===== src/rtl/imem_loader_pkg.sv =====
// rtl/imem_loader_pkg.sv - shared types and constants for the instruction memory loader
package imem_loader_pkg;

  localparam int WORD_W = 16;
  localparam int ADDR_W = 16;
  localparam int DEPTH_DEFAULT = 1024;
  localparam logic [WORD_W-1:0] HALT_WORD_DEFAULT = 16'hFFFF;

  typedef enum logic [2:0] {
    ST_IDLE,
    ST_HI,
    ST_LO,
    ST_WRITE,
    ST_DONE,
    ST_ERR
  } state_t;

endpackage


===== src/rtl/imem_loader.sv =====
// rtl/imem_loader.sv - assembles a byte stream into 16-bit words and writes them to instruction memory
module imem_loader
  import imem_loader_pkg::*;
#(
  parameter int                DEPTH     = DEPTH_DEFAULT,
  parameter logic [WORD_W-1:0] HALT_WORD = HALT_WORD_DEFAULT
) (
  input  logic              clock,
  input  logic              reset_n,
  input  logic              start,
  input  logic              in_valid,
  input  logic [7:0]        in_data,
  output logic              in_ready,
  output logic              mem_we,
  output logic [ADDR_W-1:0] mem_addr,
  output logic [WORD_W-1:0] mem_wdata,
  output logic [WORD_W-1:0] word_count,
  output logic              cpu_run,
  output logic              error
);

  // The word index addresses words; the byte address is index*2, so one bit fewer suffices.
  localparam int IDX_W = ADDR_W - 1;
  localparam logic [IDX_W-1:0] LAST_INDEX = IDX_W'(DEPTH - 1);

  state_t            state;
  state_t            state_nxt;
  logic [IDX_W-1:0]  index;
  logic [WORD_W-1:0] word;
  logic              xfer;
  logic              restart;
  logic              is_halt;
  logic              is_last;

  assign xfer    = in_valid && in_ready;
  assign restart = start && (state == ST_IDLE || state == ST_DONE || state == ST_ERR);
  assign is_halt = (word == HALT_WORD);
  assign is_last = (index == LAST_INDEX);

  // State register.
  always_ff @(posedge clock) begin
    if (!reset_n) begin
      state <= ST_IDLE;
    end else begin
      state <= state_nxt;
    end
  end

  // Next-state logic; WRITE always leaves after one cycle, halt word takes priority over overflow.
  always_comb begin
    state_nxt = state;
    case (state)
      ST_IDLE:  if (start) state_nxt = ST_HI;
      ST_HI:    if (xfer) state_nxt = ST_LO;
      ST_LO:    if (xfer) state_nxt = ST_WRITE;
      ST_WRITE: begin
        if (is_halt) begin
          state_nxt = ST_DONE;
        end else if (is_last) begin
          state_nxt = ST_ERR;
        end else begin
          state_nxt = ST_HI;
        end
      end
      ST_DONE:  if (start) state_nxt = ST_HI;
      ST_ERR:   if (start) state_nxt = ST_HI;
      default:  state_nxt = ST_IDLE;
    endcase
  end

  // Word assembly, index and word count; a reset drops any half-assembled word.
  always_ff @(posedge clock) begin
    if (!reset_n) begin
      index      <= '0;
      word       <= '0;
      word_count <= '0;
    end else begin
      if (restart) begin
        index      <= '0;
        word_count <= '0;
      end
      if (state == ST_HI && xfer) begin
        word[15:8] <= in_data;
      end
      if (state == ST_LO && xfer) begin
        word[7:0] <= in_data;
      end
      if (state == ST_WRITE) begin
        word_count <= word_count + 16'd1;
        if (!is_halt && !is_last) begin
          index <= index + 1'b1;
        end
      end
    end
  end

  // Outputs decoded from the current state only.
  always_comb begin
    in_ready  = (state == ST_HI) || (state == ST_LO);
    mem_we    = (state == ST_WRITE);
    mem_addr  = {index, 1'b0};
    mem_wdata = word;
    cpu_run   = (state == ST_DONE);
    error     = (state == ST_ERR);
  end

endmodule


===== config.mk =====
export PLATFORM = sky130hd
export DESIGN_NAME = imem_loader
export DESIGN_NICKNAME = d
export VERILOG_FILES = /design/src/rtl/imem_loader_pkg.sv /design/src/rtl/imem_loader.sv
export SDC_FILE = /design/constraint.sdc
export NUM_CORES = 1
export LEC_CHECK = 0
export BUFFER_PORTS_ARGS = -buffer_cell sky130_fd_sc_hd__buf_2
export CAP_MARGIN = 0
export CORE_UTILIZATION = 35
export CTS_CLUSTER_SIZE = 24
export DETAILED_ROUTE_END_ITERATION = 8
export PLACE_DENSITY = 0.61
export SLEW_MARGIN = 20
export SYNTH_ARGS = -nofsm -noshare
export SYNTH_HDL_FRONTEND = slang
export SYNTH_SLANG_ARGS = --single-unit

===== constraint.sdc =====
create_clock -name clock -period 4.65 [get_ports clock]
set_input_delay 0.465 -clock clock [delete_from_list [all_inputs] [get_ports clock]]
set_output_delay 0.465 -clock clock [all_outputs]
set_load 0.05 [all_outputs]

# After elaboration in Yosys (flattened, before gate mapping)
# Cells that the tools add are included.
# totals
ff_bits	50
elab_cells	42
# classes
add_sub_neg	2
eq_ne	10
n_mux	11
reduce_logical	14
# op_table
op	n
15-bit two-way mux	3
16-bit two-way mux	2
16-bit by 1-bit adder with 16-bit output (second input constant)	1
16-bit == test (second input constant)	1
15-bit by 1-bit adder with 15-bit output (second input constant)	1
15-bit by 10-bit == test with 1-bit output (second input constant)	1
3-bit two-way mux	5
3-bit one-hot mux with 4 select lines	1
3-bit by 2-bit == test with 1-bit output (second input constant)	2
3-bit == test (second input constant)	2
1-bit logical AND	5
2-bit != test (second input constant)	2
3-bit by 1-bit == test with 1-bit output (second input constant)	1
3-bit zero test	1
1-bit logical OR	3
3-bit AND reduction	1
3-bit OR reduction	1
1-bit zero test	2
2-bit by 1-bit != test with 1-bit output (second input constant)	1
2-bit nonzero test	1

# Longest topological paths before layout
# depth
depth_word	7
mapped_depth	8
mapped_depth_nobuf	6

# Worst setup path before layout
# OpenSTA, ideal clock, no wires.
# synth_timing
path_type	flip-flop to flip-flop
startpoint	register index[0]
endpoint	register index[7]
setup_ns	0.120
arrival_time_ns	2.329
setup_slack_ns	2.201
path_stages_with_launch	9
synth_period_minus_slack_ns	2.449
path_cell_list	dfxtp_1 -> ha_1 -> nand3_1 -> or3b_1 -> buf_2 -> o211ai_4 -> buf_4 -> nor2_1 -> a211o_1
# synth_between
elab_chain_len	5
word_cells_on_any_way	6
# synth_rtl
element	line_no	text
start, declared	imem_loader.sv:28	logic [IDX_W-1:0] index;
start signal, assigned	imem_loader.sv:91	index <= index + 1'b1;
parallel branches: the longest is 3 deep, another holds 15-bit by 1-bit adder with 15-bit output	n/a	
15-bit two-way mux *	imem_loader.sv:90	if (!is_halt && !is_last) begin
15-bit two-way mux *	imem_loader.sv:88	if (state == ST_WRITE) begin
# Every way passes the cells marked *.
# A chain may end at the register's enable or synchronous reset.

# Final worst setup path
# layout_timing
startpoint	register index[0]
endpoint	register index[2]
# Same word-level chain as after synthesis.

==> impl_metrics.json <==
{
  "fmax_mhz": 419.3,
  "synth_top_area_share_pct": 42.15,
  "core-area_mm2": 0.006459,
  "synth_compound_area_share_pct": 18.65,
  "synth_cell_types": 49,
  "routed.top_layer": "met4",
  "violations": "DRC",
  "gp_congestion": 0.7927,
  "setup_viol": 0,
  "cts_tree": "built",
  "finalMaxSlewViolations": 0,
  "post_cts_buffers": 0,
  "place_ws_ns": 2.286,
  "status": "finished with violations",
  "finalNetCount": 360,
  "period_needed_ns": 2.385,
  "hold_ws_ns": 0.3916,
  "synth_ff_type": "dfxtp_1",
  "hold_viol_final": 0,
  "worstPathCellList": "ha_1 -> nand3_1 -> or3b_1 -> o21ai_1 -> and2_1 -> a221o_1",
  "cp-end-kind": "register",
  "ys_ff_latch": 50,
  "ys_seq_area_share_pct": 42.15,
  "period_share_pct": 51.29,
  "worst_ep_required_time_ns": 4.90,
  "die_area_mm2": 0.007118,
  "drive_gt1_share_pct": 22.48,
  "io_pins": 64,
  "via_count": 2276,
  "overflow": 0,
  "p_leak_nw": 1.211,
  "final_core_util_pct": 43.74,
  "route.detailed.drc": 6,
  "post_cts_resized": 0,
  "antenna_found_initial": 0,
  "syn_area_per_cell_um2": 8.246,
  "syn_to_final_growth_pct": 18.97,
  "clock_skew_ns": 0.01399,
  "cts.sinks": 50,
  "worstSetupPathType": "reg2reg",
  "port_buffers": 62,
  "grt_max_degree": 35,
  "cts_made_buffers": 5,
  "slowest_stage": "or3b_1",
  "dr_wl_met2_um": 2627,
  "synth_top_area_cell": "dfxtp_1",
  "drt_iter0_drc": 93,
  "slew_headroom_pct": 40.78,
  "dieHeight_um": 84.37,
  "first_pass_iters": 6,
  "final_antenna_net_count": 0,
  "clk_pin_slew_ns": 0.10,
  "powerDensity_mw_per_mm2": 282.7,
  "dp.cells": 416,
  "synthMuxAreaShare_pct": 4.268,
  "routedWlPerCell_um": 13.22,
  "clk_latency_ns": 0.31,
  "maxCapViolations": 0,
  "root_buffer": "clkbuf_8",
  "peakVddDrop_v": 0.0001420,
  "postCtsHoldBufs": 0,
  "setup_ws_ns": 2.265,
  "yosys_warnings": 0,
  "grt_setup_unrepaired": "no",
  "grt_first_pass_wirelength_um": 9749,
  "synth_fp_nets": 302,
  "grt_pass1_vias": 2153,
  "cp_max_fo": 12,
  "wl_met3_um": 280,
  "critPathArrivalTime_ns": 2.63,
  "row_count": 29,
  "drt-met1-wl_um": 2616,
  "finalNonFillerCells": 424,
  "synthesis.area_mm2": 0.002375,
  "timing.critical_path.buf_inv": 0,
  "fp.dieW_um": 84.37,
  "syn_inst": 288,
  "synthSimpleGateAreaFrac_pct": 29.35,
  "synth_top_family_by_area": "simple AND/OR/NAND/NOR gates",
  "wl_um": 5605,
  "htree_levels": 2,
  "synth_xor_area_share_pct": 1.106,
  "start_util_pct": 36.77,
  "fillers": 684,
  "antenna_cells": 0,
  "totalNegativeSetupSlack_ns": 0,
  "hp-class": "in2reg",
  "grt_use_total_pct": 16.64,
  "tightest_slew_ns": 0.8851,
  "synth_edf_count": 0,
  "cts_max_path_buffers": 2,
  "worstSetupStartpointType": "register",
  "synthAdderAreaFrac_pct": 1.054,
  "yosys-top-cells-area": "dfxtp_1 (42%), a21oi_1 (5.9%), nor2_1 (5.4%)",
  "dp_hpwl_um": 4054,
  "critPathTopFamily": "simple AND/OR/NAND/NOR gates",
  "viasPerCell": 5.368,
  "async_reset_ff_share_pct": 0,
  "max_stage_delay_ns": 0.56
}
final cells by class:
| cell class | instances | area [um2] | area share, % |
|---|---|---|---|
| clock buffer | 5 | 68.82 | 2.436 |
| clock inverter | 3 | 26.28 | 0.9300 |
| inverter | 5 | 18.77 | 0.6643 |
| multi-input combinational | 221 | 1296 | 45.88 |
| sequential | 50 | 1001 | 35.43 |
| tap | 77 | 96.34 | 3.410 |
| timing repair buffer | 63 | 317.8 | 11.25 |
cell usage after synthesis (all sizes together), types with 2 or more instances:
cell type and count:
clkbuf 8, o21a 2, buf 4, inv 3, o211ai 4, nand2b 4, a221o 4, and2 5
a21oi 29, a31oi 2, a211oi 2, and3 3, mux2i 9, nand4 6, or3 7, and4 4
or4 3, or2 2, nand3 20, o31ai 2, nor3b 3, o21ai 11, nor2 34, ha 2
nand3b 2, nand2 33, dfxtp 50, xnor2 2, nor3 10, a21o 4, a211o 3, clkinv 2
per-stage QoR:
stage	total power, mW	cell area, um2
after floorplan	0.5173	2375
after global placement	0.5384	2730
after detailed placement	0.5391	2730
after CTS	0.8095	2825
after global routing	0.8387	2825
final	0.7986	2825
path summary, 6_finish.rpt:
| kind | slack, ns | end | from | cells past startpoint |
|---|---|---|---|---|
| max | 2.26 | index[2]$_SDFF_PN0_ | index[0]$_SDFF_PN0_ | 6 |
| min | 0.39 | mem_wdata[9]$_SDFFE_PN0P_ | in_data[1] | 3 |
| max reg2reg | 2.26 | index[2]$_SDFF_PN0_ | index[0]$_SDFF_PN0_ | 6 |
| min reg2reg | 0.47 | mem_wdata[12]$_SDFFE_PN0P_ | mem_wdata[12]$_SDFFE_PN0P_ | 2 |
logic make-up (layout without fill, tap and decap cells):
group,after synthesis,after routing
AND/OR/NAND/NOR,138,138
AO/OA/AOI/OAI,67,67
flip-flops,50,50
buffers and inverters,17,76
multiplexers,10,10
XOR/XNOR,3,3
adder cells (fa/ha/maj),2,2
other,1,1
registers in the layout, indices dropped and copies added (netlist names):
name and count:
state 3, word_count 16, mem_wdata 16, index 15
worst min-delay path, cell delays in order:
cell and delay [ns]:
buf_2 0.10, nand2_1 0.05, a21oi_1 0.05
report_power, final:
group          total [mW]  internal (mW)  switching, mW
combinational      0.0851         0.0212         0.0639
clock               0.270          0.111          0.159
sequential          0.443          0.435        0.00790
layout by cell type (no fill, tap or decap), types with 2 or more instances in the layout:
master and n:
o21ai_0 10, o31ai_1 2, clkinv_1 2, inv_6 2, ha_1 2, xnor2_1 2, or4_1 2, nand3_1 20
inv_1 3, a21o_1 4, a21oi_1 28, nor3b_1 3, o21a_1 2, and4_1 4, nor3_1 10, and2_1 5
nor2_1 34, a221o_1 4, mux2i_1 9, nand2b_1 4, or3_1 7, a211oi_1 2, a211o_1 3, a31oi_1 2
buf_2 62, clkbuf_8 5, nand4_1 6, nand2_1 33, o211ai_1 3, and3_1 3, dfxtp_1 50
routing by layer:
layer  up-vias  global-route usage (%)
li1       1161                       -
met1      1065                   21.05
met2        41                   28.09
met3         9                   4.130
met4         0                   5.085
met5         -                       0
No activity file was read; power rests on OpenSTA's default activity.
